==> src/rtl/sync_fifo_pkg.sv <==
// Shared defaults and elaboration-time helpers for the single-clock FIFO.
package sync_fifo_pkg;

  localparam int unsigned DEF_DATA_WIDTH = 8;
  localparam int unsigned DEF_FIFO_DEPTH = 8;

  // Pointer/level width: address bits plus one wrap bit.
  function automatic int unsigned calc_p_size(input int unsigned depth);
    return $clog2(depth) + 1;
  endfunction

  // True when n is a power of two and at least 2.
  function automatic bit is_pow2(input int unsigned n);
    return (n >= 2) && ((n & (n - 1)) == 0);
  endfunction

  // Thresholds must be ordered and within the FIFO capacity.
  function automatic bit thresh_ok(input int unsigned depth,
                                   input int unsigned ae,
                                   input int unsigned af);
    return (ae < af) && (af <= depth);
  endfunction

endpackage

==> src/rtl/sync_fifo_mem.sv <==
// FIFO storage: register array, synchronous write, asynchronous read.
module sync_fifo_mem #(
  parameter int unsigned DATA_WIDTH = 8,
  parameter int unsigned ADDR_WIDTH = 3
) (
  input  logic                  clk,
  input  logic                  wr_en,
  input  logic [ADDR_WIDTH-1:0] wr_addr,
  input  logic [DATA_WIDTH-1:0] wr_data,
  input  logic [ADDR_WIDTH-1:0] rd_addr,
  output logic [DATA_WIDTH-1:0] rd_data
);

  localparam int unsigned DEPTH = 1 << ADDR_WIDTH;

  logic [DATA_WIDTH-1:0] mem_q [DEPTH];

  // Store the incoming word on an accepted write; contents are never reset.
  always_ff @(posedge clk) begin
    if (wr_en) begin
      mem_q[wr_addr] <= wr_data;
    end
  end

  assign rd_data = mem_q[rd_addr];

endmodule

==> src/rtl/sync_fifo_flex.sv <==
// Single-clock FIFO with fill level, almost-full/empty thresholds,
// sticky overflow/underflow flags and selectable FWFT or registered read.
module sync_fifo_flex
  import sync_fifo_pkg::*;
#(
  parameter int unsigned DATA_WIDTH = DEF_DATA_WIDTH,
  parameter int unsigned FIFO_DEPTH = DEF_FIFO_DEPTH,
  parameter int unsigned P_SIZE     = calc_p_size(FIFO_DEPTH),
  parameter int unsigned AF_THRESH  = FIFO_DEPTH - 2,
  parameter int unsigned AE_THRESH  = 2,
  parameter int unsigned FWFT       = 1
) (
  input  logic                  CLK,
  input  logic                  RST,
  input  logic                  W_INC,
  input  logic [DATA_WIDTH-1:0] WR_DATA,
  input  logic                  R_INC,
  input  logic                  CLR_ERR,
  output logic [DATA_WIDTH-1:0] RD_DATA,
  output logic                  RD_VALID,
  output logic                  FULL,
  output logic                  EMPTY,
  output logic                  ALMOST_FULL,
  output logic                  ALMOST_EMPTY,
  output logic [P_SIZE-1:0]     FILL_LEVEL,
  output logic                  OVERFLOW,
  output logic                  UNDERFLOW
);

  localparam int unsigned AW = P_SIZE - 1;

  // Reject illegal configurations at elaboration.
  if (!is_pow2(FIFO_DEPTH)) begin : g_bad_depth
    $error("sync_fifo_flex: FIFO_DEPTH must be a power of two >= 2");
  end
  if (!thresh_ok(FIFO_DEPTH, AE_THRESH, AF_THRESH)) begin : g_bad_thresh
    $error("sync_fifo_flex: need AE_THRESH < AF_THRESH <= FIFO_DEPTH");
  end
  if (P_SIZE != calc_p_size(FIFO_DEPTH)) begin : g_bad_psize
    $error("sync_fifo_flex: P_SIZE must equal clog2(FIFO_DEPTH)+1");
  end

  logic [P_SIZE-1:0]     wr_ptr_q;
  logic [P_SIZE-1:0]     rd_ptr_q;
  logic [P_SIZE-1:0]     level;
  logic                  wr_acc;
  logic                  rd_acc;
  logic                  overflow_q;
  logic                  underflow_q;
  logic [DATA_WIDTH-1:0] mem_rd_data;

  // Occupancy is the pointer distance; the wrap bit makes full and empty distinct.
  assign level        = wr_ptr_q - rd_ptr_q;
  assign FILL_LEVEL   = level;
  assign EMPTY        = (level == '0);
  assign FULL         = (level == P_SIZE'(FIFO_DEPTH));
  assign ALMOST_FULL  = (level >= P_SIZE'(AF_THRESH));
  assign ALMOST_EMPTY = (level <= P_SIZE'(AE_THRESH));
  assign OVERFLOW     = overflow_q;
  assign UNDERFLOW    = underflow_q;

  // Acceptance depends only on registered state, never on the opposite port.
  assign wr_acc = W_INC && !FULL;
  assign rd_acc = R_INC && !EMPTY;

  sync_fifo_mem #(
    .DATA_WIDTH (DATA_WIDTH),
    .ADDR_WIDTH (AW)
  ) u_mem (
    .clk     (CLK),
    .wr_en   (wr_acc),
    .wr_addr (wr_ptr_q[AW-1:0]),
    .wr_data (WR_DATA),
    .rd_addr (rd_ptr_q[AW-1:0]),
    .rd_data (mem_rd_data)
  );

  // Pointer advance on accepted operations.
  always_ff @(posedge CLK) begin
    if (RST) begin
      wr_ptr_q <= '0;
      rd_ptr_q <= '0;
    end else begin
      if (wr_acc) wr_ptr_q <= wr_ptr_q + P_SIZE'(1);
      if (rd_acc) rd_ptr_q <= rd_ptr_q + P_SIZE'(1);
    end
  end

  // Sticky error flags; a new error in the clearing cycle keeps the flag set.
  always_ff @(posedge CLK) begin
    if (RST) begin
      overflow_q  <= 1'b0;
      underflow_q <= 1'b0;
    end else begin
      if (W_INC && FULL)  overflow_q <= 1'b1;
      else if (CLR_ERR)   overflow_q <= 1'b0;
      if (R_INC && EMPTY) underflow_q <= 1'b1;
      else if (CLR_ERR)   underflow_q <= 1'b0;
    end
  end

  if (FWFT != 0) begin : g_fwft
    // Head word is presented directly while the FIFO holds data.
    assign RD_DATA  = mem_rd_data;
    assign RD_VALID = !EMPTY;
  end else begin : g_reg_read
    logic [DATA_WIDTH-1:0] rd_data_q;
    logic                  rd_valid_q;

    // Capture the head word on an accepted read; hold it otherwise.
    always_ff @(posedge CLK) begin
      if (RST) begin
        rd_data_q  <= '0;
        rd_valid_q <= 1'b0;
      end else begin
        rd_valid_q <= rd_acc;
        if (rd_acc) rd_data_q <= mem_rd_data;
      end
    end

    assign RD_DATA  = rd_data_q;
    assign RD_VALID = rd_valid_q;
  end

endmodule

==> config.mk <==
export PLATFORM = sky130hd
export DESIGN_NAME = sync_fifo_flex
export DESIGN_NICKNAME = d
export VERILOG_FILES = /design/src/rtl/sync_fifo_pkg.sv /design/src/rtl/sync_fifo_mem.sv /design/src/rtl/sync_fifo_flex.sv
export SDC_FILE = /design/constraint.sdc
export NUM_CORES = 1
export LEC_CHECK = 0
export BUFFER_PORTS_ARGS = -buffer_cell sky130_fd_sc_hd__buf_2
export CORE_ASPECT_RATIO = 0.9
export CORE_MARGIN = 2
export CORE_UTILIZATION = 52
export CTS_CLUSTER_DIAMETER = 120
export DETAILED_ROUTE_END_ITERATION = 16
export HOLD_SLACK_MARGIN = 0.1
export PLACE_DENSITY = 0.7
export SYNTH_ARGS = -nofsm -noshare
export SYNTH_HDL_FRONTEND = slang
export SYNTH_SLANG_ARGS = --single-unit
==> constraint.sdc <==
create_clock -name CLK -period 2.68 [get_ports CLK]
set_input_delay 0.268 -clock CLK [delete_from_list [all_inputs] [get_ports CLK]]
set_output_delay 0.268 -clock CLK [all_outputs]
set_load 0.02 [all_outputs]
**After elaboration in Yosys (flattened, before gate mapping)**

Memory sizes are Yosys's and may differ from the RTL's. A register that Yosys moved wholly into a read port is not among the register bits.
Cells that the tools add are included.
W data, S select, Z words.

- $add $sub $neg: 3
- $mul: 0
- Div/mod/pow operators: 0
- Magnitude comparators: 2
- Equality and inequality tests: 1
- Shift-type cells: 0
- Mux-type cells: 7
- Bitwise operators: 0
- Reduce and logical (&&, ||, !) cells: 9

Operator list:

| cell | number |
|---|---|
| $add A4 B1 Y4 const B | 2 |
| $mux W3 | 2 |
| $mux W1 | 5 |
| $eq A4 B4 Y1 const B | 1 |
| $ge A4 B3 Y1 const B | 1 |
| $le A4 B2 Y1 const B | 1 |
| $logic_and A1 B1 Y1 | 4 |
| $logic_not A4 Y1 | 1 |
| $reduce_bool A2 Y1 | 2 |
| $sub A4 B4 Y4 | 1 |
| $logic_not A1 Y1 | 2 |

- Bits in registers: 10
- Bits in latches: 0
- RAM bits: 64
- Memory bits (read-only): 0
- Bits of input ports: 13
- Logic and storage cells: 27
- Memories: 1

Memory list:

| memory | depth | width | read ports | clocked after Yosys merged registers in | write ports | line | source |
|---|---|---|---|---|---|---|---|
| u_mem.mem_q | 8 | 8 | 1 | 1 | 1 | sync_fifo_mem.sv:16 | `logic [DATA_WIDTH-1:0] mem_q [DEPTH];` |

**Depth between registers and ports, before layout**

Gate-level depths: netlist of the first run.

- Depth in word-level cells: 6
- Mapped depth: 9
- Mapped depth without buffers: 9

**Hierarchy**

Synthesis of the first run repeated with hierarchy kept, for this count alone.

- Cells, all modules: 185
- Area, all modules: 3244.4 µm²

By module, submodules not included:

| module | instances | cells an instance | area each (µm²) | seq. area each (µm²) |
|---|---|---|---|---|
| sync_fifo_mem | 1 | 106 | 2531.2 | 1921.8 |
| sync_fifo_flex | 1 | 79 | 713.2 | 200.2 |

**Worst setup path before layout of the first run**

OpenSTA, ideal clock, no wires.

- Path kind: register to register
- Start point: register wr_ptr_q[0]
- End point: memory u_mem.mem_q[0][0] (enable)
- Setup time: 395 ps
- Arrival: 2383 ps
- Required time: 2285 ps
- Setup slack: -97 ps
- Stages on the path, launching flop included: 8
- Path through: dfxtp_1 > inv_1 > ha_1 > fa_1 > xor2_1 > nand3_2 > o21ai_4 > nor4_1

- Word-level cells in the longest chain between the ends: 6

RTL lines:

| item | line | source |
|---|---|---|
| start, declared | sync_fifo_flex.sv:43 | `logic [P_SIZE-1:0] wr_ptr_q;` |
| start signal, assigned | sync_fifo_flex.sv:84 | `if (wr_acc) wr_ptr_q <= wr_ptr_q + P_SIZE'(1);` |
| $sub A4 B4 Y4 | sync_fifo_flex.sv:53 | `assign level = wr_ptr_q - rd_ptr_q;` |
| $eq A4 B4 Y1 | sync_fifo_flex.sv:56 | `assign FULL = (level == P_SIZE'(FIFO_DEPTH));` |
| $logic_not A1 Y1 | sync_fifo_flex.sv:63 | `assign wr_acc = W_INC && !FULL;` |
| $logic_and A1 B1 Y1 | sync_fifo_flex.sv:63 |  |
| $mux W1 | sync_fifo_mem.sv:20 | `if (wr_en) begin` |
| $mux W1 (implied by the code) | sync_fifo_mem.sv:21 | `mem_q[wr_addr] <= wr_data;` |
| end, declared | sync_fifo_mem.sv:16 |  |

Several ways; a longest one is shown, not always the timed one.

**Final worst setup path of the first run**

- Start point: register rd_ptr_q[0]
- End point: output EMPTY

- Word-level cells in the longest chain between the ends: 2

RTL lines:

| item | line | source |
|---|---|---|
| start, declared | sync_fifo_flex.sv:44 | `logic [P_SIZE-1:0] rd_ptr_q;` |
| start signal, assigned | sync_fifo_flex.sv:85 | `if (rd_acc) rd_ptr_q <= rd_ptr_q + P_SIZE'(1);` |
| $sub A4 B4 Y4 | sync_fifo_flex.sv:53 |  |
| $logic_not A4 Y1 | sync_fifo_flex.sv:55 | `assign EMPTY = (level == '0);` |
| end, declared | sync_fifo_flex.sv:22 | `output logic EMPTY,` |

No other way between the ends.

==> results of run 1 <==
[stage by stage]
stage / worst slack (ns) / utilization, %
floorplan: -0.0974 / -
detailed placement: 0.0837 / 59.3
CTS: 0.0558 / 62.3
finish: 0.140 / 63.1
global route: 0.0178 / 63.1
global placement: 0.0835 / 59.3
[power groups by stage]
stage               registers [uW]  logic, uW  clock network (uW)
floorplan                     1530       1160                   0
global placement              1510       1750                   0
detailed placement            1520       1760                   0
CTS                           1490       1800                 774
global route                  1500       2000                 813
finish                        1490       1850                 755
[flip-flops by register name, summed over array words and instances (netlist names), named ones only]
signal	flops
rd_ptr_q	4
u_mem.mem_q	64
UNDERFLOW	1
OVERFLOW	1
wr_ptr_q	4
[per-layer routing]
metal | vias to the layer above | wire (um) | track usage [%]
met4 | 0 | 68 | 5.63
met1 | 928 | 3100 | 31.1
met3 | 8 | 328 | 5.68
met2 | 62 | 2670 | 26.6
met5 | - | 0 | 0
li1 | 835 | - | -
[area by class of cell]
type,count,share of cell area [%]
Clock buffer,11,3.44
Clock inverter,5,0.951
Inverter,12,1.18
Multi-Input combinational cell,91,27.7
Sequential cell,77,57.2
Tap cell,72,2.36
Timing Repair Buffer,47,7.21
[cell usage in the layout, fill, tap and decap left out, types with 2 or more instances in the layout]
cell,n
nor4_4,5
nor2_1,13
edfxtp_1,64
clkbuf_8,9
o21ai_0,2
buf_4,16
a21oi_2,2
nand4_1,2
ha_1,5
a21oi_1,5
nand2b_1,2
mux2i_1,2
clkinvlp_4,3
inv_1,9
mux4_2,16
mux2_2,8
or3_1,2
dfxtp_1,13
nor3_1,2
nor4_2,2
clkbuf_1,2
nand2_1,2
inv_2,3
buf_2,31
xor2_1,3
[cell families (layout without fill, tap and decap cells)]
kind of cell / count (synthesis) / in the layout / synth area share, %
compound gates: 15 / 15 / 3.71
xor+xnor: 5 / 5 / 1.37
fa+ha+maj: 6 / 6 / 2.58
buf+inv: 18 / 75 / 2.30
flops: 77 / 77 / 68.1
mux: 28 / 28 / 15.5
simple gates: 37 / 37 / 6.44
[path summary, 6_finish.rpt]
path	from	to	slack, ns	depth (start not counted)
hold / removal	CLR_ERR	OVERFLOW	0.19	4
hold reg to reg	OVERFLOW	OVERFLOW	0.46	2
setup / recovery	rd_ptr_q[0]	EMPTY	0.14	9
setup reg to reg	rd_ptr_q[0]	u_mem.mem_q[2][1]	0.24	8
[worst min-delay path: cells and delay by family]
family / cells / cell delay [ns]
AND/OR/NAND/NOR: 1 / 0.06
buffers and inverters: 2 / 0.11
AO/OA/AOI/OAI: 1 / 0.05
[what timing repair did]
action / 4_1_cts / 5_1_grt
resized for setup: 2 / 7
hold buffers: 0 / 0
pin swaps: 0 / 0
setup endpoints to repair: 9 / 34
==> flow_summary_export.csv, run 1 <==
group,metric,value,unit
clock_tree,numClockSinks,77,
floorplanning,boundaryPins,32,
global_route,antenna_found_initial,0,
yosys,yosys-top-cells-area,"edfxtp_1, mux4_2, dfxtp_1",
timing,max_slew_margin,51.4,%
pwr,p_leak,0.00133,uW
timing,rsz0062_at_grt,"false",
finish,area_delta_synth_final,19.1,%
floorplanning,core_area,6050,um2
yosys,yosysMostFrequentCell,"edfxtp_1",
critical_path,slowest_delay,0.41,ns
routing,drt_iter0_drc,124,
pwr,seqPwrFrac,36.4,%
yosys,synthFlopType,"edfxtp_1",
yosys,synth_top_area_share,60.0,%
floorplanning,die_area,6810,um2
pwr,power_density,1070,nW/um2
clock_tree,cts_root_buffer,"clkbuf_8",
critical_path,crit_family,"adder cells",
timing,skew,0.00523,ns
yosys,syn_area,3200,um2
routing,wl_per_cell,19.6,um
critical_path,cp_max_fo,5,
finish,nets,257,
placed_design,routabilityCongestion,0.797,
global_route,first_global_vias,1802,
clock_tree,cts_tree,"built",
clock_tree,cts_buffers,9,
finish,fin_cells,315,
floorplanning,dieWidth,86.7,um
pwr,netSwitchingFraction,38.6,%
critical_path,end_kind,"output pin",
timing,fin_crit,2.54,ns
yosys,yosys.area.top_type,"edfxtp_1",
placed_design,placed_cell_area,3580,um2
finish,antenna-diode-count,0,
critical_path,crit_chain,"ha_1 -> fa_1 -> xor2_2 -> buf_4 -> inv_2 -> nor3_4 -> nand2_2 -> inv_2 -> buf_2",
floorplanning,die_h,78.5,um
pwr,ir_worst_vdd,0.904,mV
yosys,yosysSeqAreaShare,68.1,%
timing,finalMaxSlewViolations,0,
pwr,p_comb_share,45.2,%
timing,finalHoldViolCount,0,
placed_design,hpwl,4210,um
critical_path,crit_required,2.41,ns
clock_tree,worstSkewPairLatency,0.34,ns
routing,drc,0,
yosys,synthCells,186,
finish,regArea,2180,um2
critical_path,crit_arrival,2.27,ns
timing,max_freq,0.394,GHz
yosys,yosys_register_bits,77,
yosys,synth_edf_count,64,
global_route,grt_max_degree,17,
critical_path,start_kind,"register",
clock_tree,clk_pin_slew_worst_paths,0.08,ns
routing,firstDrtPassIters,4,
pwr,internal-power,2510,uW
yosys,yosysWarningCount,0,
clock_tree,cts.path.max_buffers,2,
timing,tns,0,ns
global_route,grt_pass1_wl,9750,um
global_route,overflow,0,
finish,nFillCells,446,
pwr,p_clk_share,18.4,%
critical_path,cp_slowest_cell,"fa_1",
yosys,yosysUniqueCellTypes,40,
global_route,track_usage,19.7,%
timing,timing.final.crit_share,94.8,%
timing,tightest_slew,0.724,ns
timing,setup_viol,0,
yosys,syn-num-nets,205,
routing,vias,1833,
placed_design,dpl.cell_count,299,
job,drv_cap,0,
clock_tree,cts_setup_buffers,0,
critical_path,path_common_cell,"inv_2",
clock_tree,ctsHtreeMaxLevel,3,
floorplanning,num_rows,27,
yosys,syn_avg_cell_area,17.2,um2
pwr,total_power,4100,uW
yosys,ys_top_cells_by_count,"edfxtp_1, mux4_2, dfxtp_1, nor2_1, inv_1",
finish,stdcell_area,3820,um2
status,status,"complete, no violations",
routing,wl,6160,um
routing,ant_nets,0,
routing,via_per_inst,5.82,
yosys,synth-async-reset-ratio,0,%
critical_path,crit_buf_inv,4,
placed_design,io_buffers,31,
finish,drive_gt1_share,43.6,%
hold_path,hold_class,"input port to register",
finish,multi_input_area,1060,um2
timing,whs,0.193,ns
floorplanning,start_util,53.0,%
pwr,p_sw,1580,uW
critical_path,critical_path_class,"register to output pin",
No activity file was read; power rests on OpenSTA's default activity.
==> inputs of run 2 (changes only) <==
==> constraint.sdc (replaced) <==
create_clock -name CLK -period 2.68 [get_ports CLK]
set_input_delay 0.402 -clock CLK [delete_from_list [all_inputs] [get_ports CLK]]
set_output_delay 0.402 -clock CLK [all_outputs]
set_load 0.02 [all_outputs]
==> flow_summary_export.csv, run 2 (synthesis gave the netlist of run 1 again) <==
group,metric,value,unit
floorplanning,die_area,6810,um2
clock_tree,ctsHtreeMaxLevel,3,
clock_tree,cts.path.max_buffers,2,
pwr,p_sw,1580,uW
finish,fin_cells,318,
clock_tree,worstSkewPairLatency,0.35,ns
floorplanning,core_area,6050,um2
finish,largest_register_ffs,64,
timing,skew,0.00679,ns
hold_path,min_path_cells,4,
finish,layout_common_cells,"edfxtp_1, buf_2, buf_4",
hold_path,min_from,"CLR_ERR",
placed_design,routabilityCongestion,0.791,
finish,nets,260,
routing,drc,0,
critical_path,path_common_cell,"inv_2",
placed_design,place_ws,0.313,ns
clock_tree,holdBufCountCts,0,
placed_design,placed_cell_area,3570,um2
routing,firstDrtPassIters,4,
critical_path,crit_family,"adder cells",
finish,top_register,"u_mem.mem_q",
global_route,first_global_vias,1704,
routing,wl_per_cell,18.5,um
timing,finalHoldViolCount,0,
critical_path,reg2regPathDepth,7,
critical_path,cp_slowest_cell,"dfxtp_1",
critical_path,critical_path_class,"register to output pin",
floorplanning,start_util,53.0,%
routing,drt_iter0_drc,96,
finish,area_delta_synth_final,19.6,%
global_route,grt_pass1_wl,9380,um
hold_path,hold_class,"input port to register",
critical_path,r2r-start,"rd_ptr_q[0]",
hold_path,hold_path_end,"OVERFLOW",
global_route,antenna_found_initial,0,
global_route,track_usage,18.9,%
critical_path,slowest_delay,0.36,ns
finish,nFillCells,439,
status,status,"complete, no violations",
finish,largestRegisters,"u_mem.mem_q: 64 flops, rd_ptr_q: 4 flops, wr_ptr_q: 4 flops",
pwr,p_clk_share,20.8,%
global_route,grt_max_degree,17,
critical_path,cp_max_fo,4,
timing,setup_viol,0,
placed_design,io_buffers,31,
pwr,internal-power,2640,uW
critical_path,crit_required,2.28,ns
pwr,netSwitchingFraction,37.3,%
routing,vias,1792,
timing,timing.final.crit_share,95.7,%
critical_path,crit_arrival,2.16,ns
finish,stdcell_area,3830,um2
clock_tree,cts_tree,"built",
finish,antenna-diode-count,0,
critical_path,regToRegEndpoint,"u_mem.mem_q[4][5]",
clock_tree,cts_buffers,9,
routing,via_per_inst,5.64,
floorplanning,boundaryPins,32,
floorplanning,num_rows,27,
timing,tightest_slew,0.452,ns
timing,max_slew_margin,69.8,%
critical_path,crit_buf_inv,3,
pwr,p_leak,0.00135,uW
timing,tns,0,ns
job,drv_cap,0,
timing,fin_crit,2.56,ns
critical_path,end_kind,"output pin",
pwr,power_density,1100,nW/um2
clock_tree,clk_pin_slew_worst_paths,0.08,ns
critical_path,crit_chain,"ha_1 -> fa_2 -> xor2_2 -> inv_2 -> nor3_4 -> nand2_1 -> inv_2 -> buf_2",
floorplanning,dieWidth,86.7,um
placed_design,hpwl,3990,um
placed_design,dpl.cell_count,297,
routing,ant_nets,0,
finish,layout_commonest_cell,"edfxtp_1",
critical_path,ff2ff_setup_slack,0.35,ns
clock_tree,numClockSinks,77,
floorplanning,die_h,78.5,um
timing,finalMaxSlewViolations,0,
clock_tree,cts_root_buffer,"clkbuf_8",
pwr,ir_worst_vdd,1.03,mV
pwr,p_comb_share,43.9,%
global_route,overflow,0,
finish,drive_gt1_share,46.3,%
timing,max_freq,0.390,GHz
critical_path,start_kind,"register",
pwr,seqPwrFrac,35.3,%
routing,wl,5900,um
timing,setup_slack,0.116,ns
run 2: repair_timing:
action,CTS,global route
setup buffers,0,5
setup endpoints to repair,3,4
resized for setup,2,6
cloned,0,0
pin swaps,0,3
run 2: metrics by stage:
stage / hold slack (ns) / total power [uW] / util [%]
4_1_cts: 0.325 / 4100 / 62.5
3_5_place_dp: 0.479 / 3190 / 59.0
6_report: 0.334 / 4220 / 63.4
5_1_grt: 0.346 / 4450 / 63.4
2_1_floorplan: 0.501 / 2690 / -
3_3_place_gp: 0.446 / 3180 / 59.0
run 2: worst max path at each step:
stage / startpoint / endpoint / cells past startpoint
after floorplan: wr_ptr_q[0] / u_mem.mem_q[0][0] / 7
after global placement: rd_ptr_q[2] / u_mem.mem_q[3][1] / 8
after detailed placement: rd_ptr_q[0] / u_mem.mem_q[4][4] / 7
after CTS: wr_ptr_q[0] / FULL / 7
after global routing: rd_ptr_q[0] / EMPTY / 8
final: rd_ptr_q[0] / EMPTY / 8
run 2: power by group through the flow:
stage	clock (uW)	combinational, uW	sequential [uW]
finish	877	1850	1490
global route	944	2000	1500
CTS	903	1710	1490
detailed placement	0	1680	1510
global placement	0	1670	1510
floorplan	0	1160	1530
run 2: area by class of cell:
cell class                      instances  area (um2)  area share, %
Clock inverter                          6        70.1           1.83
Sequential cell                        77        2180           57.0
Multi-Input combinational cell         91        1020           26.5
Clock buffer                           10         128           3.33
Timing Repair Buffer                   50         298           7.77
Inverter                               12        45.0           1.18
Tap cell                               72        90.1           2.35
run 2: worst register-to-register path, stage by stage, from the launching register on:
cell and delay, ns:
dfxtp_1 0.36, ha_1 0.24, fa_2 0.36, xor2_2 0.24
nand3_2 0.23, o21ai_4 0.40, nor4_2 0.08, buf_4 0.19
run 2: routing by layer:
layer  GRT usage [%]  up-vias  part of all wire, %
li1                -      835                    -
met1            31.3      898                   52
met2            24.6       53                   42
met3            4.94        6                  5.0
met4            5.16        0                 0.98
met5               0        -                    0
